==> src/rtl/dsp_pkg.sv <==
// Shared constants and the round/shift/saturate helper for the DSP result path.
package dsp_pkg;

    // DSP48A1 register stages that sit between operand issue and P.
    localparam int unsigned A1REG = 1;
    localparam int unsigned B1REG = 1;
    localparam int unsigned MREG  = 1;
    localparam int unsigned PREG  = 1;

    localparam int unsigned DSP_LATENCY = ((A1REG > B1REG) ? A1REG : B1REG) + MREG + PREG;
    localparam int unsigned DSP_P_W     = 48;
    localparam int unsigned DSP_OUT_W   = 18;

    // Helper works at a fixed wide width; callers sign-extend P into it.
    localparam int unsigned MAX_P_W = 64;

    typedef logic signed [MAX_P_W:0] wide_t;

    // Returns {sat, r}: r = round-half-up(P / 2^shift) clamped to out_w signed bits.
    function automatic logic [MAX_P_W:0] sat_round(input logic signed [MAX_P_W-1:0] p,
                                                   input int unsigned          shift,
                                                   input int unsigned          out_w);
        wide_t ext;
        wide_t rnd;
        wide_t r;
        wide_t max_v;
        wide_t min_v;
        logic  sat;
        ext = wide_t'(p);
        rnd = '0;
        if (shift > 0) begin
            rnd = wide_t'(1) << (shift - 1);
        end
        r     = (ext + rnd) >>> shift;
        max_v = (wide_t'(1) << (out_w - 1)) - wide_t'(1);
        min_v = -(wide_t'(1) << (out_w - 1));
        sat   = 1'b0;
        if (r > max_v) begin
            r   = max_v;
            sat = 1'b1;
        end else if (r < min_v) begin
            r   = min_v;
            sat = 1'b1;
        end
        return {sat, r[MAX_P_W-1:0]};
    endfunction

endpackage

==> src/rtl/result_fifo.sv <==
// Synchronous FIFO with occupancy count; read data is zero while empty.
module result_fifo #(
    parameter int unsigned WIDTH = 20,
    parameter int unsigned DEPTH = 4
) (
    input  logic             clk,
    input  logic             rstn,
    input  logic             wr_en_i,
    input  logic [WIDTH-1:0] wr_data_i,
    input  logic             rd_en_i,
    output logic             rd_valid_o,
    output logic [WIDTH-1:0] rd_data_o,
    output logic [4:0]       count_o
);

    localparam int unsigned PTR_W = (DEPTH > 1) ? $clog2(DEPTH) : 1;

    logic [WIDTH-1:0] mem_q [DEPTH];
    logic [WIDTH-1:0] mem_d [DEPTH];
    logic [PTR_W-1:0] wr_ptr_q, wr_ptr_d;
    logic [PTR_W-1:0] rd_ptr_q, rd_ptr_d;
    logic [4:0]       count_q, count_d;
    logic             push, pop, full;

    always_comb begin
        full     = (count_q == 5'(DEPTH));
        pop      = rd_en_i && (count_q != '0);
        // A pop in the same cycle makes room even when full.
        push     = wr_en_i && (!full || pop);
        mem_d    = mem_q;
        wr_ptr_d = wr_ptr_q;
        rd_ptr_d = rd_ptr_q;
        if (push) begin
            mem_d[wr_ptr_q] = wr_data_i;
            wr_ptr_d        = wr_ptr_q + PTR_W'(1);
        end
        if (pop) begin
            rd_ptr_d = rd_ptr_q + PTR_W'(1);
        end
        count_d = count_q + 5'(push) - 5'(pop);
    end

    always_ff @(posedge clk or negedge rstn) begin
        if (!rstn) begin
            mem_q    <= '{default: '0};
            wr_ptr_q <= '0;
            rd_ptr_q <= '0;
            count_q  <= '0;
        end else begin
            mem_q    <= mem_d;
            wr_ptr_q <= wr_ptr_d;
            rd_ptr_q <= rd_ptr_d;
            count_q  <= count_d;
        end
    end

    assign rd_valid_o = (count_q != '0);
    assign rd_data_o  = rd_valid_o ? mem_q[rd_ptr_q] : '0;
    assign count_o    = count_q;

endmodule

==> src/rtl/dsp_result_collector.sv <==
// Captures DSP P/CARRYOUT after the fixed pipeline latency, rounds/saturates it and
// buffers it behind a valid/ready port; issue is credit-controlled since the DSP cannot stall.
module dsp_result_collector
    import dsp_pkg::*;
#(
    parameter int unsigned LATENCY = DSP_LATENCY,
    parameter int unsigned P_W     = DSP_P_W,
    parameter int unsigned OUT_W   = DSP_OUT_W,
    parameter int unsigned SHIFT   = 0,
    parameter int unsigned DEPTH   = 4
) (
    input  logic             clk,
    input  logic             rstn,
    input  logic             issue_valid,
    output logic             issue_ready,
    input  logic [P_W-1:0]   dsp_p,
    input  logic             dsp_carryout,
    output logic             out_valid,
    input  logic             out_ready,
    output logic [OUT_W-1:0] out_data,
    output logic             out_sat,
    output logic             out_carry,
    output logic [3:0]       in_flight,
    output logic [4:0]       fifo_count,
    output logic             drop_err
);

    localparam int unsigned ENTRY_W = OUT_W + 2;

    logic [LATENCY-1:0] tag_q, tag_d;
    logic [3:0]         in_flight_q, in_flight_d;
    logic               drop_err_q, drop_err_d;
    logic               accept, capture;
    logic [5:0]         credits_used;

    logic signed [MAX_P_W-1:0] p_ext;
    logic [MAX_P_W:0]          proc_res;
    logic [ENTRY_W-1:0]        wr_entry;
    logic [ENTRY_W-1:0]        head_entry;
    logic                      unused_proc_bits;

    // Credits come from registered counts only, so a pop frees a slot one cycle later.
    assign credits_used = {1'b0, fifo_count} + {2'b00, in_flight_q};
    assign issue_ready  = rstn && (credits_used < 6'(DEPTH));
    assign accept       = issue_valid && issue_ready;
    assign capture      = tag_q[LATENCY-1];

    always_comb begin
        tag_d[0] = accept;
        for (int i = 1; i < LATENCY; i++) begin
            tag_d[i] = tag_q[i-1];
        end
        in_flight_d = in_flight_q + 4'(accept) - 4'(capture);
        drop_err_d  = drop_err_q || (issue_valid && !issue_ready);
    end

    always_ff @(posedge clk or negedge rstn) begin
        if (!rstn) begin
            tag_q       <= '0;
            in_flight_q <= '0;
            drop_err_q  <= 1'b0;
        end else begin
            tag_q       <= tag_d;
            in_flight_q <= in_flight_d;
            drop_err_q  <= drop_err_d;
        end
    end

    always_comb begin
        p_ext    = MAX_P_W'($signed(dsp_p));
        proc_res = sat_round(p_ext, SHIFT, OUT_W);
        wr_entry = {proc_res[MAX_P_W], dsp_carryout, proc_res[OUT_W-1:0]};
    end

    assign unused_proc_bits = ^proc_res[MAX_P_W-1:OUT_W];

    result_fifo #(
        .WIDTH(ENTRY_W),
        .DEPTH(DEPTH)
    ) u_fifo (
        .clk       (clk),
        .rstn      (rstn),
        .wr_en_i   (capture),
        .wr_data_i (wr_entry),
        .rd_en_i   (out_ready),
        .rd_valid_o(out_valid),
        .rd_data_o (head_entry),
        .count_o   (fifo_count)
    );

    assign out_sat   = head_entry[ENTRY_W-1];
    assign out_carry = head_entry[ENTRY_W-2];
    assign out_data  = head_entry[OUT_W-1:0];
    assign in_flight = in_flight_q;
    assign drop_err  = drop_err_q;

endmodule

==> config.mk <==
export PLATFORM = sky130hd
export DESIGN_NAME = dsp_result_collector
export DESIGN_NICKNAME = d
export VERILOG_FILES = /design/src/rtl/dsp_pkg.sv /design/src/rtl/result_fifo.sv /design/src/rtl/dsp_result_collector.sv
export SDC_FILE = /design/constraint.sdc
export NUM_CORES = 1
export LEC_CHECK = 0
export ABC_CLOCK_PERIOD_IN_PS = 3100
export BUFFER_PORTS_ARGS = -buffer_cell sky130_fd_sc_hd__buf_4
export CELL_PAD_IN_SITES_DETAIL_PLACEMENT = 0
export CELL_PAD_IN_SITES_GLOBAL_PLACEMENT = 1
export CORE_MARGIN = 10
export CORE_UTILIZATION = 46
export DETAILED_ROUTE_END_ITERATION = 6
export PLACE_DENSITY_LB_ADDON = 0.1
export SYNTH_ARGS = -nofsm -noshare
export SYNTH_HDL_FRONTEND = slang
export SYNTH_SLANG_ARGS = --single-unit
==> constraint.sdc <==
create_clock -name clk -period 3.1 [get_ports clk]
set_input_delay 0.31 -clock clk [delete_from_list [all_inputs] [get_ports clk]]
set_output_delay 0.31 -clock clk [all_outputs]
set_load 0.05 [all_outputs]
* After elaboration in Yosys (flattened, before gate mapping)
Cells that the tools add are included.
Operators by class: $add $sub $neg 7, magnitude comparators 6, eq/ne operators 1, mux-type cells 11, bitwise operators 2, reductions and logical operators 11
Operators by type and width (number):
- 80-bit bitwise mux | 1
- 20-bit two-way mux | 4
- 48-bit by 18-bit greater-than comparator with 1-bit output (second input constant) | 1
- 48-bit by 18-bit < comparator with 1-bit output (second input constant) | 1
- 20-bit binary-select mux with 2-bit select | 1
- 20-bit demux with 2-bit select | 1
- 18-bit two-way mux | 2
- 5-bit by 4-bit adder with 6-bit output | 1
- 3-bit >= comparator (second input constant) | 2
- 1-bit logical AND | 6
- 6-bit by 3-bit < comparator with 1-bit output (second input constant) | 1
- 2-bit inverter with 3-bit output | 2
- 5-bit by 1-bit adder with 5-bit output | 1
- 5-bit by 3-bit equality test with 1-bit output (second input constant) | 1
- 5-bit nonzero test | 1
- 5-bit by 1-bit subtractor with 5-bit output | 1
- 2-bit by 1-bit adder with 2-bit output (second input constant) | 2
- 4-bit by 1-bit adder with 4-bit output | 1
- 4-bit by 1-bit subtractor with 4-bit output | 1
- 3-bit by 1-bit < comparator with 1-bit output (second input constant) | 1
- 1-bit logical NOT | 2
- 1-bit logical OR | 2
- 1-bit two-way mux | 2
Storage, ports and cells: flip-flop bits (word level) 97

* Depth between registers and ports, before layout
Gate-level depths: netlist (run 1).
depth after elaboration 6, mapped depth 14, gate-level depth less buffers 14

* Hierarchy
From an unflattened synthesis (run 1), not the netlist that was laid out.
Second synthesis, totals: cell total of the unflattened synthesis 365, area, all modules 5047.3 um^2
By module, submodules not included:
- result_fifo | instances 1, cells each 271, area each 4152.7 um^2
- dsp_result_collector | instances 1, cells each 94, area each 894.6 um^2

* Worst setup path after synthesis (run 1)
No wires, ideal clock.
kind register -> register, from register u_fifo.count_q[3], in the netlist u_fifo.count_o[3], to register in_flight_q[2], in the netlist in_flight[2], setup time 0.123 ns, arrival 3.392 ns, required time 2.977 ns, slack -0.415 ns, stages on the path, launching flop included 12, path buffers 0, clock period less this slack 3.515 ns, cells stage by stage dfrtp_1 -> ha_1 -> nor4b_1 -> nand2_1 -> a31oi_1 -> nand2_1 -> ha_1 -> inv_1 -> ha_1 -> inv_1 -> fa_1 -> xnor2_1
On the way: word-level cells in the longest chain between the ends 6
RTL lines:
- from (decl) | line result_fifo.sv:22 | logic [4:0] count_q, count_d;
- from (signal assigned) | line result_fifo.sv:53 | count_q <= count_d;
- 5-bit by 4-bit adder with 6-bit output | line dsp_result_collector.sv:43 | assign credits_used = {1'b0, fifo_count} + {2'b00, in_flight_q};
- 6-bit by 3-bit < comparator with 1-bit output | line dsp_result_collector.sv:44 | assign issue_ready = rstn && (credits_used < 6'(DEPTH));
- 1-bit logical AND | line dsp_result_collector.sv:44
- named net issue_ready | line dsp_result_collector.sv:15 | output logic issue_ready,
- 1-bit logical AND | line dsp_result_collector.sv:45 | assign accept = issue_valid && issue_ready;
- 4-bit by 1-bit adder with 4-bit output | line dsp_result_collector.sv:53 | in_flight_d = in_flight_q + 4'(accept) - 4'(capture);
- 4-bit by 1-bit subtractor with 4-bit output | line dsp_result_collector.sv:53
- named net in_flight_d[2] | line dsp_result_collector.sv:31 | logic [3:0] in_flight_q, in_flight_d;
- to (signal assigned) | line dsp_result_collector.sv:64 | in_flight_q <= in_flight_d;
- to (decl) | line dsp_result_collector.sv:31
The timed path passes the listed nets, and every way through them passes these cells. A chain may end at the register's enable or synchronous reset.

* Final worst setup path (run 1)
from register u_fifo.count_q[3], in the netlist u_fifo.count_o[3], to register in_flight_q[2], in the netlist in_flight[2]
On the way: word-level cells in the longest chain between the ends 6
RTL lines (line):
- 5-bit by 4-bit adder with 6-bit output | dsp_result_collector.sv:43
- 6-bit by 3-bit < comparator with 1-bit output | dsp_result_collector.sv:44
- 1-bit logical AND | dsp_result_collector.sv:44
- 1-bit logical AND | dsp_result_collector.sv:45
- 4-bit by 1-bit adder with 4-bit output | dsp_result_collector.sv:53
- 4-bit by 1-bit subtractor with 4-bit output | dsp_result_collector.sv:53
- named net in_flight_d[2] | dsp_result_collector.sv:31
The timed path passes the listed nets, and every way through them passes these cells.

==> results of run 1 <==
[worst max-delay path, stage by stage (launching register included)]
cell and delay, ns:
dfrtp_1 0.43, ha_1 0.29, nor4b_1 0.25, nand2_1 0.13
a31oi_4 0.18, nand2_1 0.09, ha_1 0.29, inv_1 0.06
ha_1 0.16, inv_1 0.06, fa_1 0.37, xnor2_1 0.13
[flip-flops by register name (all words and copies together), names as in the netlist]
register         count
tag_q                3
u_fifo.rd_ptr_q      2
u_fifo.mem_q        80
drop_err             1
in_flight            4
u_fifo.count_o       5
u_fifo.wr_ptr_q      2
[kinds of logic (layout without fill, tap and decap cells)]
kind of cell,count (synthesis),count (layout),synth area share (%)
adder cells (fa/ha/maj),19,19,4.72
multiplexers,28,28,10.1
flip-flops,97,97,45.3
AO/OA/AOI/OAI,82,82,17.7
AND/OR/NAND/NOR,150,150,15.2
XOR/XNOR,10,10,1.64
buffers and inverters,53,134,5.33
[layer usage]
| layer | vias up | routed length (um) | global-route usage (%) | part of all wire (%) |
|---|---|---|---|---|
| li1 | 1714 | - | - | - |
| met1 | 1777 | 5640 | 21.0 | 45 |
| met2 | 88 | 5940 | 25.3 | 48 |
| met3 | 13 | 709 | 3.89 | 5.7 |
| met4 | 0 | 146 | 4.70 | 1.2 |
| met5 | - | 0 | 0 | 0 |
[metrics by stage]
stage	cells	total power (uW)	setup WS, ns	utilization [%]	hold slack, ns
after global routing	663	6190	0.305	56.2	0.0891
after detailed placement	648	4610	0.586	53.3	0.337
final	663	5800	0.571	56.2	0.0458
after global placement	648	4550	0.595	53.3	0.340
after floorplan	439	3880	0.104	-	0.0144
after CTS	663	5880	0.549	56.2	0.0600
[cell type report]
cell class	count	share of cell area (%)
multi-input combinational	289	41.4
sequential	97	37.8
timing repair buffer	99	11.6
clock buffer	9	3.51
tap	143	2.79
clock inverter	6	1.68
inverter	20	1.17
[power groups by stage]
stage | logic, uW | clock network (uW) | registers, uW
after floorplan | 1790 | 0 | 2090
after detailed placement | 2650 | 0 | 1960
after global placement | 2610 | 0 | 1940
after CTS | 2660 | 1280 | 1940
final | 2610 | 1260 | 1940
after global routing | 2860 | 1340 | 1990
[final timing paths]
path,startpoint,end
max,u_fifo.count_o[3],in_flight[2]
min in group clk,issue_valid,tag_q[0]
min reg2reg,tag_q[0],tag_q[1]
min,rstn,u_fifo.mem_q[63]
max reg2reg,u_fifo.count_o[3],in_flight[2]
max in group asynchronous,rstn,u_fifo.mem_q[49]
[cell usage after synthesis, types with 3 or more instances]
master | instances | area share, %
dfrtp_1 | 97 | 45
nand2_1 | 82 | 5.7
o211ai_2 | 64 | 15
and2_1 | 21 | 2.5
inv_1 | 20 | 1.4
mux4_2 | 20 | 8.4
ha_1 | 17 | 4.0
nand2_4 | 16 | 3.4
clkbuf_1 | 11 | 0.77
buf_2 | 10 | 0.93
nand4_1 | 9 | 1.1
mux2_2 | 8 | 1.7
o211ai_1 | 8 | 1.1
xnor2_1 | 8 | 1.3
nor4_1 | 7 | 0.82
buf_4 | 5 | 0.70
buf_6 | 5 | 1.1
or3_1 | 4 | 0.47
a21oi_1 | 3 | 0.28
nor2_1 | 3 | 0.21
==> impl_metrics.py, run 1 <==
metrics = {
    "detailed_routing": {
        "route.detailed.vias_per_inst": 5.42,
        "drtAntennaViolNets": 0,
        "detailroute.via_count": 3592,
        "detail_route.wirelength_um": 12400,
        "drcViolationCount": 0,
        "drtIter0Drc": 221,
        "wire_per_inst_um": 18.8,
        "detailedRoute.firstPassIterationCount": 4,
    },
    "timing": {
        "tns_ns": 0,
        "grt_setup_unrepaired": "false",
        "worstMarginPinSlew_ns": 1.13,
        "report.final.hold_viol_count": 0,
        "fmax_mhz": 395,
        "timing.max_slew.rel_slack_pct": 24.7,
        "timing.final.crit_share_pct": 81.6,
        "slew_violations": 0,
        "timing.final.setup_violations": 0,
        "final_period_minus_worst_setup_slack_ns": 2.53,
        "finalClockSkew_ns": 0.00760,
    },
    "synthesis": {
        "syn_avg_cell_area_um2": 12.2,
        "synth_cells": 439,
        "ys_seq_area_share_pct": 45.3,
        "synth.distinct_cells": 37,
        "synth_enable_flop_cells": 0,
        "synthesis.yosys.warnings": 0,
        "mappedNetlistNets": 511,
        "postSynth.asyncResetShare_pct": 100,
        "post_synth_instance_area_mm2": 0.00536,
        "postSynth.topFlopCell": "dfrtp_1",
        "postSynthRegisterBits": 97,
    },
    "layout": {
        "final-seq-area_mm2": 0.00243,
        "final_common_cell": "buf_4",
        "antenna_cells_inserted": 0,
        "finalInstanceArea_mm2": 0.00641,
        "commonest_non_fill_non_tap_cells_in_the_layout": "99 x buf_4, 97 x dfrtp_1, 82 x nand2_1",
        "syn_to_final_growth_pct": 19.8,
        "drive_gt1_share_pct": 43.7,
        "finalNetCount": 588,
        "multi_input_area_mm2": 0.00266,
        "fillerInstances": 977,
    },
    "setup_path": {
        "ws_path_type": "reg2reg",
        "worst_r2r_path_depth": 11,
        "cp_data_required_time_ns": 3.33,
        "critical_path_peak_fanout": 4,
        "critPathArrivalTime_ns": 2.76,
        "setup.reg_to_reg.worst_slack_ns": 0.57,
        "critPathLaunchType": "flip-flop",
        "critical_path.endpoint_type": "flip-flop",
    },
    "job": {
        "maxCapViolCount": 0,
    },
    "grt": {
        "wire_length_of_the_first_global_routing_pass_um": 20700,
        "grt_use_total_pct": 15.9,
        "antenna_violations_before_repair": 1,
        "via_count_of_the_first_global_routing_pass": 3948,
        "grt_start_max_net_pins": 63,
        "global_route.overflow_total": 0,
    },
    "clock_network": {
        "clock-root-buffer": "clkbuf_16",
        "cts_inserted_buffers": 9,
        "clk_transition_reported_paths_ns": 0.06,
        "insertion_delay_ns": 0.35,
        "cts_post_setup_buffers_inserted": 0,
        "depth_of_the_cts_h_tree": 3,
        "clock_sinks": 97,
        "ctsHoldBuffers": 0,
        "clock_path_buffers": 2,
        "postCtsResizedCells": 0,
        "cts_tree": "yes",
    },
    "power": {
        "vdd_drop_max_uv": 608,
        "power_switching_uw": 2260,
        "intPower_uw": 3540,
        "cell_leakage_power_uw": 0.00318,
        "share_seq_of_total_power_pct": 33.4,
        "power.switching_fraction_pct": 38.9,
        "clockPowerShare_pct": 21.7,
        "p_per_area_mw_per_mm2": 904,
        "comb_power_share_pct": 44.9,
    },
    "floorplan": {
        "start_util_pct": 46.9,
        "placementRows": 39,
        "die_h_um": 128,
        "pin_count": 85,
        "die_ar_mm2": 0.0164,
        "core-area_mm2": 0.0114,
        "die_width_um": 128,
    },
    "place": {
        "buffer_ports.inserted": 84,
        "placedInstanceArea_mm2": 0.00608,
        "finalWeightedCongestion": 0.751,
        "post-dp-hpwl_um": 8220,
    },
    "hold_path": {
        "hold_crit_class": "in2async",
    },
    "outcome": {
        "status": "completed",
    },
}
No activity file was read; power rests on OpenSTA's default activity.
==> run 2: changes to the inputs <==
--- a/config.mk
+++ b/config.mk
@@ -5,7 +5,7 @@
 export SDC_FILE = /design/constraint.sdc
 export NUM_CORES = 1
 export LEC_CHECK = 0
-export ABC_CLOCK_PERIOD_IN_PS = 3100
+export ABC_CLOCK_PERIOD_IN_PS = 2600
 export BUFFER_PORTS_ARGS = -buffer_cell sky130_fd_sc_hd__buf_4
 export CELL_PAD_IN_SITES_DETAIL_PLACEMENT = 0
 export CELL_PAD_IN_SITES_GLOBAL_PLACEMENT = 1
==> constraint.sdc (replaced) <==
create_clock -name clk -period 2.6 [get_ports clk]
set_input_delay 0.26 -clock clk [delete_from_list [all_inputs] [get_ports clk]]
set_output_delay 0.26 -clock clk [all_outputs]
set_load 0.05 [all_outputs]
==> impl_metrics.py, run 2 (same netlist as run 1, synthesis figures left out) <==
metrics = {
    "outcome": {
        "status": "completed",
    },
    "clock_network": {
        "cts_tree": "yes",
        "cts_inserted_buffers": 9,
        "clock_sinks": 97,
        "clock_path_buffers": 2,
        "depth_of_the_cts_h_tree": 3,
        "postCtsResizedCells": 0,
        "insertion_delay_ns": 0.35,
        "clock-root-buffer": "clkbuf_16",
        "clk_transition_reported_paths_ns": 0.07,
    },
    "job": {
        "maxCapViolCount": 0,
    },
    "timing": {
        "slew_violations": 0,
        "final_period_minus_worst_setup_slack_ns": 2.43,
        "timing.final.setup_violations": 0,
        "worstMarginPinSlew_ns": 0.735,
        "timing.final.crit_share_pct": 93.5,
        "timing.max_slew.rel_slack_pct": 51.0,
        "fmax_mhz": 412,
        "finalClockSkew_ns": 0.00960,
        "hold_ws_ns": 0.0331,
        "grt_setup_unrepaired": "false",
        "report.final.hold_viol_count": 0,
    },
    "setup_path": {
        "cp_data_required_time_ns": 2.82,
        "cpPeakStageDelay_ns": 0.43,
        "path_buf_inv": 4,
        "ws_path_type": "reg2reg",
        "cp_slowest_cell": "dfrtp_2",
        "cpLargestDelayFamily": "adder cells",
        "critPathLaunchType": "flip-flop",
        "critPathArrivalTime_ns": 2.65,
        "critical_path.cell_chain": "inv_1 -> ha_1 -> nand2_1 -> and2_1 -> ha_1 -> inv_1 -> ha_1 -> inv_1 -> fa_1 -> inv_1 -> a21oi_1 -> nor2_1 -> nor2_1 -> xnor2_1",
        "critical_path_peak_fanout": 3,
        "critical_path.endpoint_type": "flip-flop",
        "path_common_cell": "inv_1",
    },
    "layout": {
        "antenna_cells_inserted": 0,
        "largest-register": "u_fifo.mem_q",
        "largest_register_ffs": 80,
        "finalNetCount": 593,
        "finalInstanceArea_mm2": 0.00649,
        "syn_to_final_growth_pct": 21.2,
        "final-seq-area_mm2": 0.00243,
        "final_common_cell": "buf_4",
        "drive_gt1_share_pct": 46.0,
        "commonest_non_fill_non_tap_cells_in_the_layout": "102 x buf_4, 91 x dfrtp_1, 81 x nand2_1",
        "fillerInstances": 1001,
        "multi_input_area_mm2": 0.00271,
    },
    "grt": {
        "via_count_of_the_first_global_routing_pass": 4052,
        "global_route.overflow_total": 0,
        "grt_use_total_pct": 16.5,
        "antenna_violations_before_repair": 0,
        "grt_start_max_net_pins": 58,
        "wire_length_of_the_first_global_routing_pass_um": 21300,
    },
    "detailed_routing": {
        "drtIter0Drc": 216,
        "drcViolationCount": 0,
        "detailroute.via_count": 3654,
        "drtAntennaViolNets": 0,
        "detail_route.wirelength_um": 12800,
        "route.detailed.vias_per_inst": 5.46,
        "wire_per_inst_um": 19.1,
        "detailedRoute.firstPassIterationCount": 4,
    },
    "place": {
        "post-dp-hpwl_um": 8440,
        "finalWeightedCongestion": 0.775,
        "buffer_ports.inserted": 84,
        "placedInstanceArea_mm2": 0.00619,
    },
    "floorplan": {
        "die_h_um": 128,
        "die_ar_mm2": 0.0164,
        "core-area_mm2": 0.0114,
        "pin_count": 85,
        "die_width_um": 128,
        "start_util_pct": 46.9,
        "placementRows": 39,
    },
    "power": {
        "cell_leakage_power_uw": 0.00320,
        "power_switching_uw": 2740,
        "intPower_uw": 4160,
        "vdd_drop_max_uv": 1050,
        "comb_power_share_pct": 47.2,
        "p_per_area_mw_per_mm2": 1060,
        "clockPowerShare_pct": 19.3,
        "share_seq_of_total_power_pct": 33.5,
        "power.switching_fraction_pct": 39.7,
    },
    "hold_path": {
        "hold_crit_class": "in2async",
    },
}
[run 2: cell count changes in the layout (fill, tap and decap cells not counted), sizes merged]
cell | previous run | this run
buf | 99 | 104
clkinvlp | 1 | 0
clkbuf | 9 | 13
bufinv | 3 | 1
[run 2: worst reg2reg max path, cell delays in order, from the launching register on]
cell	delay, ns
dfrtp_2	0.43
inv_1	0.09
ha_1	0.17
nand2_1	0.07
and2_1	0.20
ha_1	0.28
inv_1	0.06
ha_1	0.16
inv_1	0.06
fa_1	0.40
inv_1	0.07
a21oi_1	0.06
nor2_1	0.09
nor2_1	0.06
xnor2_1	0.13
[run 2: what timing repair did]
item	CTS	global route
setup buffers	0	2
setup endpoints to repair	0	1
hold buffers	0	0
[run 2: area by class of cell]
| type | count | share of cell area, % |
|---|---|---|
| clock inverter | 3 | 0.617 |
| sequential | 97 | 37.5 |
| clock buffer | 13 | 3.85 |
| inverter | 20 | 1.16 |
| tap | 143 | 2.76 |
| multi-input combinational | 289 | 41.7 |
| timing repair buffer | 104 | 12.4 |
[run 2: final timing paths]
path	slack, ns	cells after the start	start	end
worst max-delay path	0.17	14	u_fifo.count_o[2]	u_fifo.count_o[4]
worst min-delay path	0.03	2	rstn	u_fifo.mem_q[40]
worst min register to register	0.35	0	tag_q[0]	tag_q[1]
worst max register to register	0.17	14	u_fifo.count_o[2]	u_fifo.count_o[4]
max in group asynchronous	1.44	3	rstn	u_fifo.mem_q[54]
min in group clk	0.16	3	issue_valid	tag_q[0]
[run 2: per-layer routing]
| metal | vias to the layer above | global-route usage [%] | routed length (um) |
|---|---|---|---|
| li1 | 1742 | - | - |
| met1 | 1825 | 20.1 | 5480 |
| met4 | 0 | 3.97 | 142 |
| met2 | 79 | 27.7 | 6520 |
| met5 | - | 0 | 0 |
| met3 | 8 | 5.13 | 619 |
[run 2: stage by stage]
step | std cells | setup slack, ns | power, uW | utilization [%] | TNS (ns)
floorplan | 439 | -0.101 | 4700 | - | -0.201
global placement | 651 | 0.255 | 5550 | 54.2 | 0
detailed placement | 651 | 0.162 | 5620 | 54.2 | 0
CTS | 667 | 0.151 | 6970 | 56.7 | 0
global route | 669 | 0.00588 | 7370 | 56.9 | 0
finish | 669 | 0.170 | 6900 | 56.9 | 0
[run 2: power by group through the flow]
stage | Combinational (uW) | Sequential (uW) | Clock (uW)
2_1_floorplan | 2170 | 2520 | 0
3_3_place_gp | 3220 | 2330 | 0
3_5_place_dp | 3280 | 2350 | 0
4_1_cts | 3290 | 2320 | 1350
5_1_grt | 3580 | 2380 | 1420
6_report | 3260 | 2310 | 1330
